### src/rtl/gpu_pkg.sv
// Shared types and frame constants for the pixel pipeline.
// Pixel addresses are packed {x, y}; the writer FSM state type lives here too.
package gpu_pkg;

    localparam int X_W   = 10;
    localparam int Y_W   = 9;
    localparam int PIX_W = X_W + Y_W;
    localparam int H_RES = 640;
    localparam int V_RES = 480;

    typedef struct packed {
        logic [X_W-1:0] x;
        logic [Y_W-1:0] y;
    } pix_addr_t;

    typedef enum logic [1:0] {
        IDLE,
        SETUP,
        WRITE,
        RELEASE
    } writer_state_t;

endpackage

### src/rtl/pixel_fifo.sv
// Synchronous FIFO. The read port is a register loaded on pop, so popped data
// is visible the cycle after the pop edge and holds until the next pop.
module pixel_fifo #(
    parameter int WIDTH = 27,
    parameter int DEPTH = 8,
    localparam int AW = $clog2(DEPTH),
    localparam int CW = AW + 1
) (
    input  logic             clk,
    input  logic             rst,
    input  logic             push,
    input  logic [WIDTH-1:0] push_data,
    input  logic             pop,
    output logic [WIDTH-1:0] pop_data,
    output logic             full,
    output logic             empty,
    output logic [CW-1:0]    count
);

    logic [WIDTH-1:0] mem [DEPTH];
    logic [AW-1:0]    wr_ptr;
    logic [AW-1:0]    rd_ptr;
    logic             do_push;
    logic             do_pop;

    assign full    = (count == CW'(DEPTH));
    assign empty   = (count == '0);
    assign do_push = push && !full;
    assign do_pop  = pop && !empty;

    always_ff @(posedge clk) begin
        if (rst) begin
            wr_ptr   <= '0;
            rd_ptr   <= '0;
            count    <= '0;
            pop_data <= '0;
        end else begin
            if (do_push) begin
                mem[wr_ptr] <= push_data;
                wr_ptr      <= wr_ptr + AW'(1);
            end
            if (do_pop) begin
                pop_data <= mem[rd_ptr];
                rd_ptr   <= rd_ptr + AW'(1);
            end
            case ({do_push, do_pop})
                2'b10:   count <= count + CW'(1);
                2'b01:   count <= count - CW'(1);
                default: ;
            endcase
        end
    end

endmodule

### src/rtl/pixel_writer.sv
// Clips incoming pixels, queues them, and writes each to frame-buffer SRAM with
// a SETUP / WRITE / RELEASE strobe sequence; raises draw_done once a primitive drains.
module pixel_writer
    import gpu_pkg::*;
#(
    parameter int H_RES       = gpu_pkg::H_RES,
    parameter int V_RES       = gpu_pkg::V_RES,
    parameter int FIFO_DEPTH  = 8,
    parameter int STOP_MARGIN = 3,
    parameter int WE_CYCLES   = 2,
    parameter int COLOR_W     = 8
) (
    input  logic               clk,
    input  logic               rst,
    input  logic [PIX_W-1:0]   pix_addr,
    input  logic               pix_valid,
    input  logic [COLOR_W-1:0] pix_color,
    input  logic               prim_done,
    output logic               stop,
    output logic [PIX_W-1:0]   sram_addr,
    output logic [COLOR_W-1:0] sram_data,
    output logic               sram_ce_n,
    output logic               sram_we_n,
    output logic               draw_done,
    output logic [15:0]        dropped_count,
    output logic               overflow
);

    localparam int ENTRY_W = PIX_W + COLOR_W;
    localparam int CNT_W   = $clog2(FIFO_DEPTH) + 1;
    localparam int OCC_W   = CNT_W + 1;
    localparam int WC_W    = (WE_CYCLES > 1) ? $clog2(WE_CYCLES) : 1;
    localparam logic [X_W-1:0]   X_LIM    = X_W'(H_RES);
    localparam logic [Y_W-1:0]   Y_LIM    = Y_W'(V_RES);
    localparam logic [OCC_W-1:0] STOP_LVL = OCC_W'(FIFO_DEPTH - STOP_MARGIN);
    localparam logic [WC_W-1:0]  WC_LAST  = WC_W'(WE_CYCLES - 1);

    writer_state_t      state;
    writer_state_t      state_next;
    logic [WC_W-1:0]    we_cnt;
    logic [WC_W-1:0]    we_cnt_next;
    pix_addr_t          in_pix;
    pix_addr_t          head_pix;
    logic [ENTRY_W-1:0] head;
    logic [CNT_W-1:0]   fifo_count;
    logic [OCC_W-1:0]   occ_next;
    logic               in_range;
    logic               push;
    logic               pop;
    logic               fifo_full;
    logic               fifo_empty;
    logic               done_pending;
    logic               done_fire;

    assign in_pix   = pix_addr;
    assign in_range = (in_pix.x < X_LIM) && (in_pix.y < Y_LIM);
    assign push     = pix_valid && in_range && !fifo_full;
    assign occ_next = {1'b0, fifo_count} + OCC_W'(push) - OCC_W'(pop);

    pixel_fifo #(
        .WIDTH (ENTRY_W),
        .DEPTH (FIFO_DEPTH)
    ) u_fifo (
        .clk       (clk),
        .rst       (rst),
        .push      (push),
        .push_data ({in_pix, pix_color}),
        .pop       (pop),
        .pop_data  (head),
        .full      (fifo_full),
        .empty     (fifo_empty),
        .count     (fifo_count)
    );

    // The head register only loads on pop, so address and data stay put for
    // the whole SETUP/WRITE/RELEASE window of that pixel.
    assign head_pix  = head[ENTRY_W-1:COLOR_W];
    assign sram_data = head[COLOR_W-1:0];
    assign sram_addr = PIX_W'(head_pix.y) * PIX_W'(H_RES) + PIX_W'(head_pix.x);

    assign sram_ce_n = (state == IDLE);
    assign sram_we_n = (state != WRITE);
    assign done_fire = done_pending && fifo_empty && (state == IDLE);

    always_comb begin
        state_next  = state;
        we_cnt_next = we_cnt;
        pop         = 1'b0;
        case (state)
            IDLE: begin
                if (!fifo_empty) begin
                    pop        = 1'b1;
                    state_next = SETUP;
                end
            end
            SETUP: begin
                we_cnt_next = '0;
                state_next  = WRITE;
            end
            WRITE: begin
                if (we_cnt == WC_LAST) state_next = RELEASE;
                else                   we_cnt_next = we_cnt + WC_W'(1);
            end
            RELEASE: begin
                if (!fifo_empty) begin
                    pop        = 1'b1;
                    state_next = SETUP;
                end else begin
                    state_next = IDLE;
                end
            end
            default: state_next = IDLE;
        endcase
    end

    always_ff @(posedge clk) begin
        if (rst) begin
            state         <= IDLE;
            we_cnt        <= '0;
            stop          <= 1'b0;
            draw_done     <= 1'b0;
            done_pending  <= 1'b0;
            dropped_count <= '0;
            overflow      <= 1'b0;
        end else begin
            state     <= state_next;
            we_cnt    <= we_cnt_next;
            stop      <= (occ_next >= STOP_LVL);
            draw_done <= done_fire;
            // A new prim_done landing on the firing cycle starts a fresh pending done.
            done_pending <= (done_pending && !done_fire) || prim_done;
            if (pix_valid && !in_range && (dropped_count != 16'hFFFF))
                dropped_count <= dropped_count + 16'd1;
            if (pix_valid && in_range && fifo_full)
                overflow <= 1'b1;
        end
    end

endmodule
### config.mk
export PLATFORM = sky130hd
export DESIGN_NAME = pixel_writer
export DESIGN_NICKNAME = d
export VERILOG_FILES = /design/src/rtl/gpu_pkg.sv /design/src/rtl/pixel_fifo.sv /design/src/rtl/pixel_writer.sv
export SDC_FILE = /design/constraint.sdc
export NUM_CORES = 1
export LEC_CHECK = 0
export ABC_AREA = 0
export CAP_MARGIN = 20
export CORE_UTILIZATION = 59
export CTS_CLUSTER_DIAMETER = 120
export DETAILED_ROUTE_END_ITERATION = 10
export GPL_TIMING_DRIVEN = 0
export PLACE_DENSITY = 0.8
export SLEW_MARGIN = 30
export SYNTH_ARGS = -nofsm -noshare
export SYNTH_HDL_FRONTEND = slang
export SYNTH_HIERARCHICAL = 1
export SYNTH_SLANG_ARGS = --single-unit
### constraint.sdc
create_clock -name clk -period 7.62 [get_ports clk]
set_clock_uncertainty 0.1 [all_clocks]
set_input_delay 1.524 -clock clk [delete_from_list [all_inputs] [get_ports clk]]
set_output_delay 1.524 -clock clk [all_outputs]
set_load 0.01 [all_outputs]
== Word level (Yosys, flattened, before mapping) ==
Memory sizes are Yosys's and may differ from the RTL's. A register that Yosys moved wholly into a read port is not among the register bits.
Index checks and enable logic that the tools add are counted.

* Output and inout bits: 48
* Memories: 1
* Flip-flop bits (word level): 33
* Memory bits (writable): 216
* Input bits: 31

* $add $sub $neg: 9
* $lt $le $gt $ge: 3
* Muxes and demuxes: 12
* Reduce and logical (&&, ||, !) cells: 22
* Equality and inequality tests: 10
* Multiply operators: 1

{| class="wikitable"
|+ Memory list
! name !! words !! bits a word !! rd ports !! clocked after memory_dff !! wr ports !! line !! RTL
|-
| u_fifo.mem || 8 || 27 || 1 || 1 || 1 || pixel_fifo.sv:20 || <nowiki>logic [WIDTH-1:0] mem [DEPTH];</nowiki>
|}

{| class="wikitable"
|+ Operator list
! kind !! number
|-
| adder 19 x 10 -> 19 bit || 1
|-
| adder 16 x 1 -> 16 bit (second input constant) || 1
|-
| inequality test 16 bit (second input constant) || 1
|-
| multiplier 9 x 3 -> 12 bit (second input constant) || 1
|-
| logical AND 1 bit || 11
|-
| < comparator 10 bit (second input constant) || 1
|-
| < comparator 9 bit (second input constant) || 1
|-
| case mux 2 bit (4 select lines) || 1
|-
| case mux 4 bit (2 select lines) || 1
|-
| 2-to-1 mux 1 bit || 7
|-
| adder 3 x 1 -> 3 bit (second input constant) || 2
|-
| == test 2 bit (second input constant) || 3
|-
| inequality test 2 bit (second input constant) || 3
|-
| adder 4 x 1 -> 5 bit || 1
|-
| >= comparator 5 x 3 -> 1 bit (second input constant) || 1
|-
| subtractor 5 x 1 -> 5 bit || 1
|-
| adder 4 x 1 -> 4 bit (second input constant) || 1
|-
| == test 2 x 1 -> 1 bit (second input constant) || 2
|-
| == test 4 bit (second input constant) || 1
|-
| logical NOT 1 bit || 4
|-
| logical NOT 4 bit || 1
|-
| 2-to-1 mux 2 bit || 2
|-
| nonzero test 2 bit || 2
|-
| subtractor 4 x 1 -> 4 bit (second input constant) || 1
|-
| other kinds (6) || 6
|}

== Logic depth before layout (Yosys ltp) ==
Gate-level depths: netlist of the first run.

* Word-level depth: 8
* Mapped depth: 15
* Depth with buffers taken out: 15

== By module ==
The synthesis of the first run kept the hierarchy.

{| class="wikitable"
|+ By module, submodules not included
! module !! sequential area each (sq um) !! area each (sq um) !! instances !! cells an instance
|-
| pixel_fifo || 7,226.9 || 9,584.2 || 1 || 475
|-
| pixel_writer || 460.4 || 2,062.0 || 1 || 237
|}

== Least setup slack after synthesis of the first run ==
Ideal clock, no wire load.

* Path type: input port to flip-flop
* From: input port pix_addr[17]
* To: memory u_fifo.mem[0][0], enable pin
* Stages on the path: 6
* Library setup time: 0.489 ns
* Buffers on the path: 0
* Arrival time: 5.235 ns
* Setup slack: 1.796 ns
* Required time: 7.031 ns
* Cell sequence: o21ai_1 -> and2_1 -> nand2_1 -> nor2_1 -> nand2_2 -> nor4b_1

* Word-level cells in the longest chain between the ends: 8

{| class="wikitable"
|+ RTL lines
! element !! line !! RTL
|-
| from (decl) || pixel_writer.sv:15 || <nowiki>input logic [PIX_W-1:0] pix_addr,</nowiki>
|-
| < comparator 10 bit || pixel_writer.sv:56 || <nowiki>assign in_range = (in_pix.x < X_LIM) && (in_pix.y < Y_LIM);</nowiki>
|-
| logical AND 1 bit || pixel_writer.sv:56 ||
|-
| logical AND 1 bit (2 in a row) || pixel_writer.sv:57 || <nowiki>assign push = pix_valid && in_range && !fifo_full;</nowiki>
|-
| named net push || pixel_writer.sv:48 || <nowiki>logic push;</nowiki>
|-
| logical AND 1 bit || pixel_fifo.sv:28 || <nowiki>assign do_push = push && !full;</nowiki>
|-
| 2-to-1 mux 1 bit || pixel_fifo.sv:38 || <nowiki>if (do_push) begin</nowiki>
|-
| 2-to-1 mux 1 bit || pixel_fifo.sv:32 || <nowiki>if (rst) begin</nowiki>
|-
| 2-to-1 mux 1 bit (implied by the code) || pixel_fifo.sv:39 || <nowiki>mem[wr_ptr] <= push_data;</nowiki>
|-
| to (decl) || pixel_fifo.sv:20 ||
|}

The timed path passes the listed nets, and every way through them passes these cells.

== Final worst setup path of the first run ==
* From: register u_fifo.pop_data[9], read port of u_fifo.mem
* To: output port sram_addr[17]

* Word-level cells in the longest chain between the ends: 2

{| class="wikitable"
|+ RTL lines
! element !! line !! RTL
|-
| from (decl) || pixel_fifo.sv:14 || <nowiki>output logic [WIDTH-1:0] pop_data,</nowiki>
|-
| multiplier 9 x 3 -> 12 bit || pixel_writer.sv:79 || <nowiki>assign sram_addr = PIX_W'(head_pix.y) * PIX_W'(H_RES) + PIX_W'(head_pix.x);</nowiki>
|-
| adder 19 x 10 -> 19 bit || pixel_writer.sv:79 ||
|-
| to (decl) || pixel_writer.sv:20 || <nowiki>output logic [PIX_W-1:0] sram_addr,</nowiki>
|}

No other way between the ends.

==> results of run 1 <==
## placed cells by master, fill, tap and decap left out, types with 4 or more instances in the layout
master and instances:
sky130_fd_sc_hd__ha_1 31, sky130_fd_sc_hd__nand3_1 11, sky130_fd_sc_hd__buf_2 12, sky130_fd_sc_hd__edfxtp_1 216, sky130_fd_sc_hd__nor3_1 10, sky130_fd_sc_hd__a21oi_1 16
sky130_fd_sc_hd__mux4_2 54, sky130_fd_sc_hd__a211oi_1 5, sky130_fd_sc_hd__clkdlybuf4s50_1 78, sky130_fd_sc_hd__clkbuf_16 27, sky130_fd_sc_hd__nand4_1 5, sky130_fd_sc_hd__nor2b_1 7
sky130_fd_sc_hd__mux2i_1 4, sky130_fd_sc_hd__xnor2_1 18, sky130_fd_sc_hd__o22ai_1 17, sky130_fd_sc_hd__xor2_1 13, sky130_fd_sc_hd__o22ai_2 10, sky130_fd_sc_hd__bufinv_16 5
sky130_fd_sc_hd__dfxtp_1 60, sky130_fd_sc_hd__buf_4 20, sky130_fd_sc_hd__nand2_1 12, sky130_fd_sc_hd__nor2_1 66, sky130_fd_sc_hd__clkinvlp_4 4, sky130_fd_sc_hd__inv_1 25
sky130_fd_sc_hd__o21ai_0 7, sky130_fd_sc_hd__nor3_2 25, sky130_fd_sc_hd__fa_1 4, sky130_fd_sc_hd__clkbuf_1 21, sky130_fd_sc_hd__buf_6 4
## power by group
group	total (mW)	switching (mW)	leakage, nW	internal, mW
Combinational	1.13	0.584	1.86	0.550
Clock	1.39	0.550	0.446	0.843
Sequential	1.78	0.0717	2.43	1.71
## flip-flops by register name (all words and copies together), names as in the netlist
register	cells
u_fifo/mem	216
u_fifo/pop_data	27
dropped_count	16
u_fifo/count	4
u_fifo/rd_ptr	3
u_fifo/wr_ptr	3
state	2
done_pending	1
draw_done	1
overflow	1
stop	1
we_cnt	1
## Yosys cell counts, types with 3 or more instances
library cell / count / share of area [%]
sky130_fd_sc_hd__a211oi_2: 3 / 0.32
sky130_fd_sc_hd__buf_4: 4 / 0.26
sky130_fd_sc_hd__clkbuf_1: 16 / 0.52
sky130_fd_sc_hd__nand3_1: 11 / 0.47
sky130_fd_sc_hd__or4_1: 3 / 0.19
sky130_fd_sc_hd__xor2_1: 13 / 0.98
sky130_fd_sc_hd__a21oi_1: 16 / 0.69
sky130_fd_sc_hd__mux4_2: 54 / 10
sky130_fd_sc_hd__edfxtp_1: 216 / 56
sky130_fd_sc_hd__inv_1: 25 / 0.81
sky130_fd_sc_hd__fa_1: 4 / 0.69
sky130_fd_sc_hd__mux2i_1: 4 / 0.34
sky130_fd_sc_hd__nor2_1: 69 / 2.2
sky130_fd_sc_hd__o22ai_2: 10 / 1.1
sky130_fd_sc_hd__a21o_1: 3 / 0.19
sky130_fd_sc_hd__xnor2_1: 18 / 1.4
sky130_fd_sc_hd__ha_1: 31 / 3.3
sky130_fd_sc_hd__o21ai_1: 3 / 0.13
sky130_fd_sc_hd__and3_1: 3 / 0.16
sky130_fd_sc_hd__buf_6: 4 / 0.39
sky130_fd_sc_hd__o22ai_1: 17 / 0.91
sky130_fd_sc_hd__o21ai_0: 7 / 0.30
sky130_fd_sc_hd__buf_2: 4 / 0.17
sky130_fd_sc_hd__a211oi_1: 5 / 0.32
sky130_fd_sc_hd__nor3_2: 22 / 1.9
sky130_fd_sc_hd__nor4_1: 4 / 0.21
sky130_fd_sc_hd__nor2b_1: 7 / 0.38
sky130_fd_sc_hd__nand2_1: 12 / 0.39
sky130_fd_sc_hd__dfxtp_1: 60 / 10
sky130_fd_sc_hd__nor3_1: 13 / 0.56
sky130_fd_sc_hd__nand4_1: 5 / 0.27
## critical path, cell delays in order (launching register included)
cell and delay [ns]:
sky130_fd_sc_hd__dfxtp_1 0.41, sky130_fd_sc_hd__ha_1 0.26, sky130_fd_sc_hd__ha_1 0.24, sky130_fd_sc_hd__fa_1 0.44, sky130_fd_sc_hd__a211oi_2 0.23, sky130_fd_sc_hd__o21ai_0 0.18, sky130_fd_sc_hd__a221oi_2 0.45, sky130_fd_sc_hd__nand4_1 0.19
sky130_fd_sc_hd__xnor2_1 0.19, sky130_fd_sc_hd__clkdlybuf4s50_1 0.55
## area by class of cell
cell class / instances / area (µm²) / area share, %
flip-flops and latches: 276 / 7690 / 55.0
multi-input cells: 380 / 3730 / 26.7
repair buffers: 105 / 1020 / 7.32
clock buffers: 34 / 722 / 5.16
well taps: 265 / 332 / 2.37
clock inverters: 15 / 216 / 1.55
plain buffers: 31 / 183 / 1.31
inverters: 25 / 93.8 / 0.671
## per-stage QoR
stage / power [mW] / std cells / area [µm²]
3_3_place_gp: 2.88 / 1055 / 12800
6_report: 4.31 / 1131 / 14000
4_1_cts: 4.33 / 1131 / 14000
3_5_place_dp: 2.93 / 1082 / 13100
5_1_grt: 4.49 / 1131 / 14000
2_1_floorplan: 2.56 / 712 / 11600
## metal layers
metal | routed length (µm) | vias to the layer above | track usage (%)
li1 | - | 3049 | -
met1 | 9960 | 3455 | 33.1
met2 | 13800 | 267 | 48.2
met3 | 1380 | 55 | 3.13
met4 | 709 | 0 | 9.22
met5 | 0 | - | 0
## how the worst max path moves through the flow
stage                             from          endpoint  slack, ns
finish              u_fifo/pop_data[9]     sram_addr[17]       2.32
floorplan                 pix_addr[17]  u_fifo/mem[0][0]       1.80
global route        u_fifo/pop_data[9]     sram_addr[17]       2.08
detailed placement        pix_addr[16]  u_fifo/mem[4][0]       2.50
global placement          pix_addr[16]  u_fifo/mem[0][2]      -1.73
CTS                 u_fifo/pop_data[9]     sram_addr[17]       2.28
## logic make-up after synthesis
logic type                 count (synthesis)  share of synthesized area [%]
xor gates and xnor gates                  31                           2.33
adders and majority gates                 35                           4.02
DFF                                      276                           66.0
muxes                                     60                           11.0
AOI/OAI and AO/OA                         83                           5.70
and+or+nand+nor                          171                           8.55
buffers and inverters                     56                           2.37
==> results_dict.tcl, run 1 <==
set metrics [dict create \
    run_status "completed" \
    critical_path.endpoint_type "primary output" \
    synthesis.instances 712 \
    worstMarginPinSlew_ns 0.870 \
    count_of_flip_flops_with_a_built_in_enable_after_synthesis 216 \
    netlist_area_um2 11600 \
    clk-insertion-delay-late_ns 0.52 \
    post_route_cells_drive_above_1_share_pct 22.9 \
    worst_reg2reg_endpoint "u_fifo/count[3]" \
    cts_htree_levels 1 \
    final_nets 912 \
    n_antenna_cell 0 \
    start_util_pct 60.0 \
    seq_area_frac_synth_pct 66.0 \
    die_x_um 142 \
    drtAntennaViolNets 0 \
    final_max_slew_viol_count 0 \
    crit_path_start_kind "register" \
    r2r.worst_path.cells 11 \
    min_period_ns 5.30 \
    static_leakage_power_nw 4.74 \
    routed_wire_length_per_instance_um 22.9 \
    clock_sink_count 276 \
    arrival_ns 3.67 \
    hold_path_depth 2 \
    placement.setup.worst_slack_ns 2.50 \
    synth_flop_cell "sky130_fd_sc_hd__edfxtp_1" \
    design.core.area_um2 19400 \
    cts-buffers-inserted 27 \
    fillCellCount 1189 \
    detailedRoute.firstIterationViolations 568 \
    io_buffer_count 78 \
    place_congestion 0.903 \
    die-area_um2 20300 \
    cts.root.buffer_cell "sky130_fd_sc_hd__clkbuf_16" \
    num_rows 51 \
    hp-start "done_pending" \
    hold_viol_final 0 \
    post_cts_buffers 0 \
    grt_setup_unrepaired "no" \
    post_syn_nets 778 \
    power_density_nw_per_um2 308 \
    achievable-frequency_ghz 0.189 \
    cap_violations 0 \
    first_global_vias 7124 \
    final-setup-viol-count 0 \
    die_y_um 142 \
    vias_per_cell 6.04 \
    layout_setup_ws_ns 2.32 \
    clockBufferDepth 3 \
    totalNegativeSetupSlack_ns 0 \
    rrSetupSlack_ns 4.18 \
    worstHoldEndpoint "done_pending" \
    overflow 0 \
    wire_length_of_the_first_global_routing_pass_um 39500 \
    number_of_register_bits_inferred_by_synthesis 276 \
    drtPass1Iterations 5 \
    timing.hold.worst.class "register to register" \
    track_usage_pct 26.6 \
    post_synth.cell_area_avg_um2 16.4 \
    antenna_violations_before_repair 0 \
    fin_crit_share_pct 69.5 \
    vdd.ir_drop.worst_mv 0.238 \
    drc_errors 0 \
    cp_data_required_time_ns 6.00 \
    final.hold.worst_slack_ns 0.376 \
    route.vias.total 6826 \
    path_class "register to primary output" \
    cts.clk_slew.worst_paths_ns 0.07 \
    ys_warn_count 6 \
    largest_net_degree_at_the_start_of_global_routing 19 \
    dp.final_hpwl_um 16900 \
    routed_wl_um 25900 \
    postCtsHoldBufs 0 \
    rr_startpoint "u_fifo/count[1]" \
    worst-path-max-fanout 4 \
    ys_types 68 \
    tritoncts "done" \
    max-slew-margin-rel_pct 42.0 \
    ioPinCount 79 \
    postLayoutCoreUtil_pct 72.1 \
    async_flop_share_pct 0 \
    post_cts_resized 0 \
    area_growth_syn_to_layout_pct 20.1 \
]
Power figures use the tool's default switching activity.
==> run 2: changes to the inputs <==
CORE_UTILIZATION = 53   (was 59)
PLACE_DENSITY = 0.76   (was 0.8)
clock period = 4.38 ns   (was 7.62 ns; I/O delays follow)
==> run 2 against run 1 <==
Core utilization is 5.8 points lower. Largest cell class unchanged. Flip-flop and latch count unchanged. Final area is 0.95% higher. Total power grew 71%.
==> results_dict.tcl, run 2 (synthesized netlist as in run 1, its figures left out) <==
set metrics [dict create \
    run_status "completed" \
    route.vias.total 6739 \
    placed_cell_area_um2 13100 \
    final_max_slew_viol_count 0 \
    die_y_um 150 \
    largest_register_ff_count 216 \
    fin_crit_share_pct 96.7 \
    cp_data_required_time_ns 3.40 \
    achievable-frequency_ghz 0.236 \
    n_antenna_cell 0 \
    critPathLaunch "u_fifo/pop_data[9]" \
    tritoncts "done" \
    min_period_ns 4.23 \
    cts.root.buffer_cell "sky130_fd_sc_hd__clkbuf_16" \
    drtAntennaViolNets 0 \
    wire_length_of_the_first_global_routing_pass_um 37700 \
    ioPinCount 79 \
    hold_viol_final 0 \
    detailedRoute.firstIterationViolations 521 \
    io_buffer_count 78 \
    crit_path_start_kind "register" \
    start_util_pct 54.7 \
    drc_errors 0 \
    final-setup-viol-count 0 \
    first_global_vias 6815 \
    vdd.ir_drop.worst_mv 0.395 \
    cts-buffers-inserted 26 \
    timing.hold.worst.class "register to register" \
    worstMarginPinSlew_ns 0.891 \
    clk-insertion-delay-late_ns 0.53 \
    post-route-cell-area_um2 14100 \
    max-slew-margin-rel_pct 40.6 \
    vias_per_cell 5.89 \
    routed_wire_length_per_instance_um 21.3 \
    setup.worst_path.end "sram_addr[18]" \
    path_class "register to primary output" \
    cts.clk_slew.worst_paths_ns 0.07 \
    clock_sink_count 276 \
    place_congestion 0.812 \
    dp.final_hpwl_um 16800 \
    final_nets 916 \
    largest_net_degree_at_the_start_of_global_routing 16 \
    num_rows 53 \
    track_usage_pct 22.4 \
    most-common-layout-cells "sky130_fd_sc_hd__edfxtp_1 (216), sky130_fd_sc_hd__clkdlybuf4s50_1 (73), sky130_fd_sc_hd__nor2_1 (66), sky130_fd_sc_hd__dfxtp_1 (59), sky130_fd_sc_hd__mux4_2 (54)" \
    antenna_violations_before_repair 0 \
    drtPass1Iterations 4 \
    critical_path.endpoint_type "primary output" \
    cap_violations 0 \
    overflow 0 \
    r2r.worst_path.cells 11 \
    rrSetupSlack_ns 1.04 \
    die-area_um2 22600 \
    routed_wl_um 24400 \
    worst-path-max-fanout 4 \
    area_growth_syn_to_layout_pct 21.3 \
    die_x_um 150 \
    design.core.area_um2 21300 \
    layout_top_registers "u_fifo/mem x216, u_fifo/pop_data x27, dropped_count x16" \
    rr_startpoint "state[1]" \
    top_register "u_fifo/mem" \
    cts_htree_levels 1 \
    final.hold.worst_slack_ns 0.379 \
    clockBufferDepth 3 \
    worst_reg2reg_endpoint "u_fifo/count[3]" \
    arrival_ns 3.26 \
    mostFrequentLayoutCell "sky130_fd_sc_hd__edfxtp_1" \
    power_density_nw_per_um2 522 \
    post_route_cells_drive_above_1_share_pct 23.9 \
    static_leakage_power_nw 4.83 \
]
-- run 2: metrics by stage --
stage          setup WS, ns  utilization (%)  total power, mW  TNS, ns  cells
2_1_floorplan         0.188                -             4.45        0    712
3_3_place_gp          -2.65             60.1             5.01  -407.13   1065
3_5_place_dp        -0.0384             61.7             5.09  -0.0384   1091
4_1_cts             -0.0521             66.2             7.43  -0.0521   1144
5_1_grt             -0.0114             66.3             7.72  -0.0210   1145
6_report              0.146             66.3             7.37        0   1145
-- run 2: worst min-delay path by stage --
stage	cells past startpoint	end	from	slack, ns
5_1_grt	1	draw_done	done_pending	0.40
3_3_place_gp	2	done_pending	done_pending	0.36
4_1_cts	2	done_pending	done_pending	0.38
2_1_floorplan	2	done_pending	done_pending	0.34
6_report	2	done_pending	done_pending	0.38
3_5_place_dp	2	done_pending	done_pending	0.37
-- run 2: worst max-delay path: stages, from the launching register on --
cell and delay, ns:
sky130_fd_sc_hd__dfxtp_2 0.34, sky130_fd_sc_hd__ha_1 0.31, sky130_fd_sc_hd__ha_1 0.24, sky130_fd_sc_hd__fa_2 0.58, sky130_fd_sc_hd__nand4_1 0.19, sky130_fd_sc_hd__a2111oi_4 0.38
sky130_fd_sc_hd__buf_4 0.18, sky130_fd_sc_hd__buf_4 0.11, sky130_fd_sc_hd__nand4_1 0.09, sky130_fd_sc_hd__a21oi_1 0.16, sky130_fd_sc_hd__clkbuf_2 0.15
-- run 2: layer usage --
metal | vias up | track usage (%) | wire length (µm)
met2 | 242 | 38.2 | 12400
li1 | 3058 | - | -
met5 | - | 0 | 0
met1 | 3386 | 29.9 | 10000
met3 | 53 | 3.21 | 1390
met4 | 0 | 6.97 | 608
-- run 2: timing repair --
action / 4_1_cts / 5_1_grt
hold buffers: 0 / 0
buffers inserted: 5 / 1
endpoints found under the setup margin: 5 / 4
gates resized for setup: 8 / 6
pin swaps: 2 / 1
-- run 2: cell type report --
type	count	area, µm²
Buffer	31	183
Clock buffer	36	759
Clock inverter	12	150
Fill cell	1371	7160
Inverter	25	93.8
Multi-Input combinational cell	380	3780
Sequential cell	276	7690
Tap cell	275	344
Timing Repair Buffer	110	1130
-- run 2: report_power, final --
part           internal, mW  switching (mW)
sequential             2.97           0.121
clock                  1.39           0.926
combinational         0.950            1.01
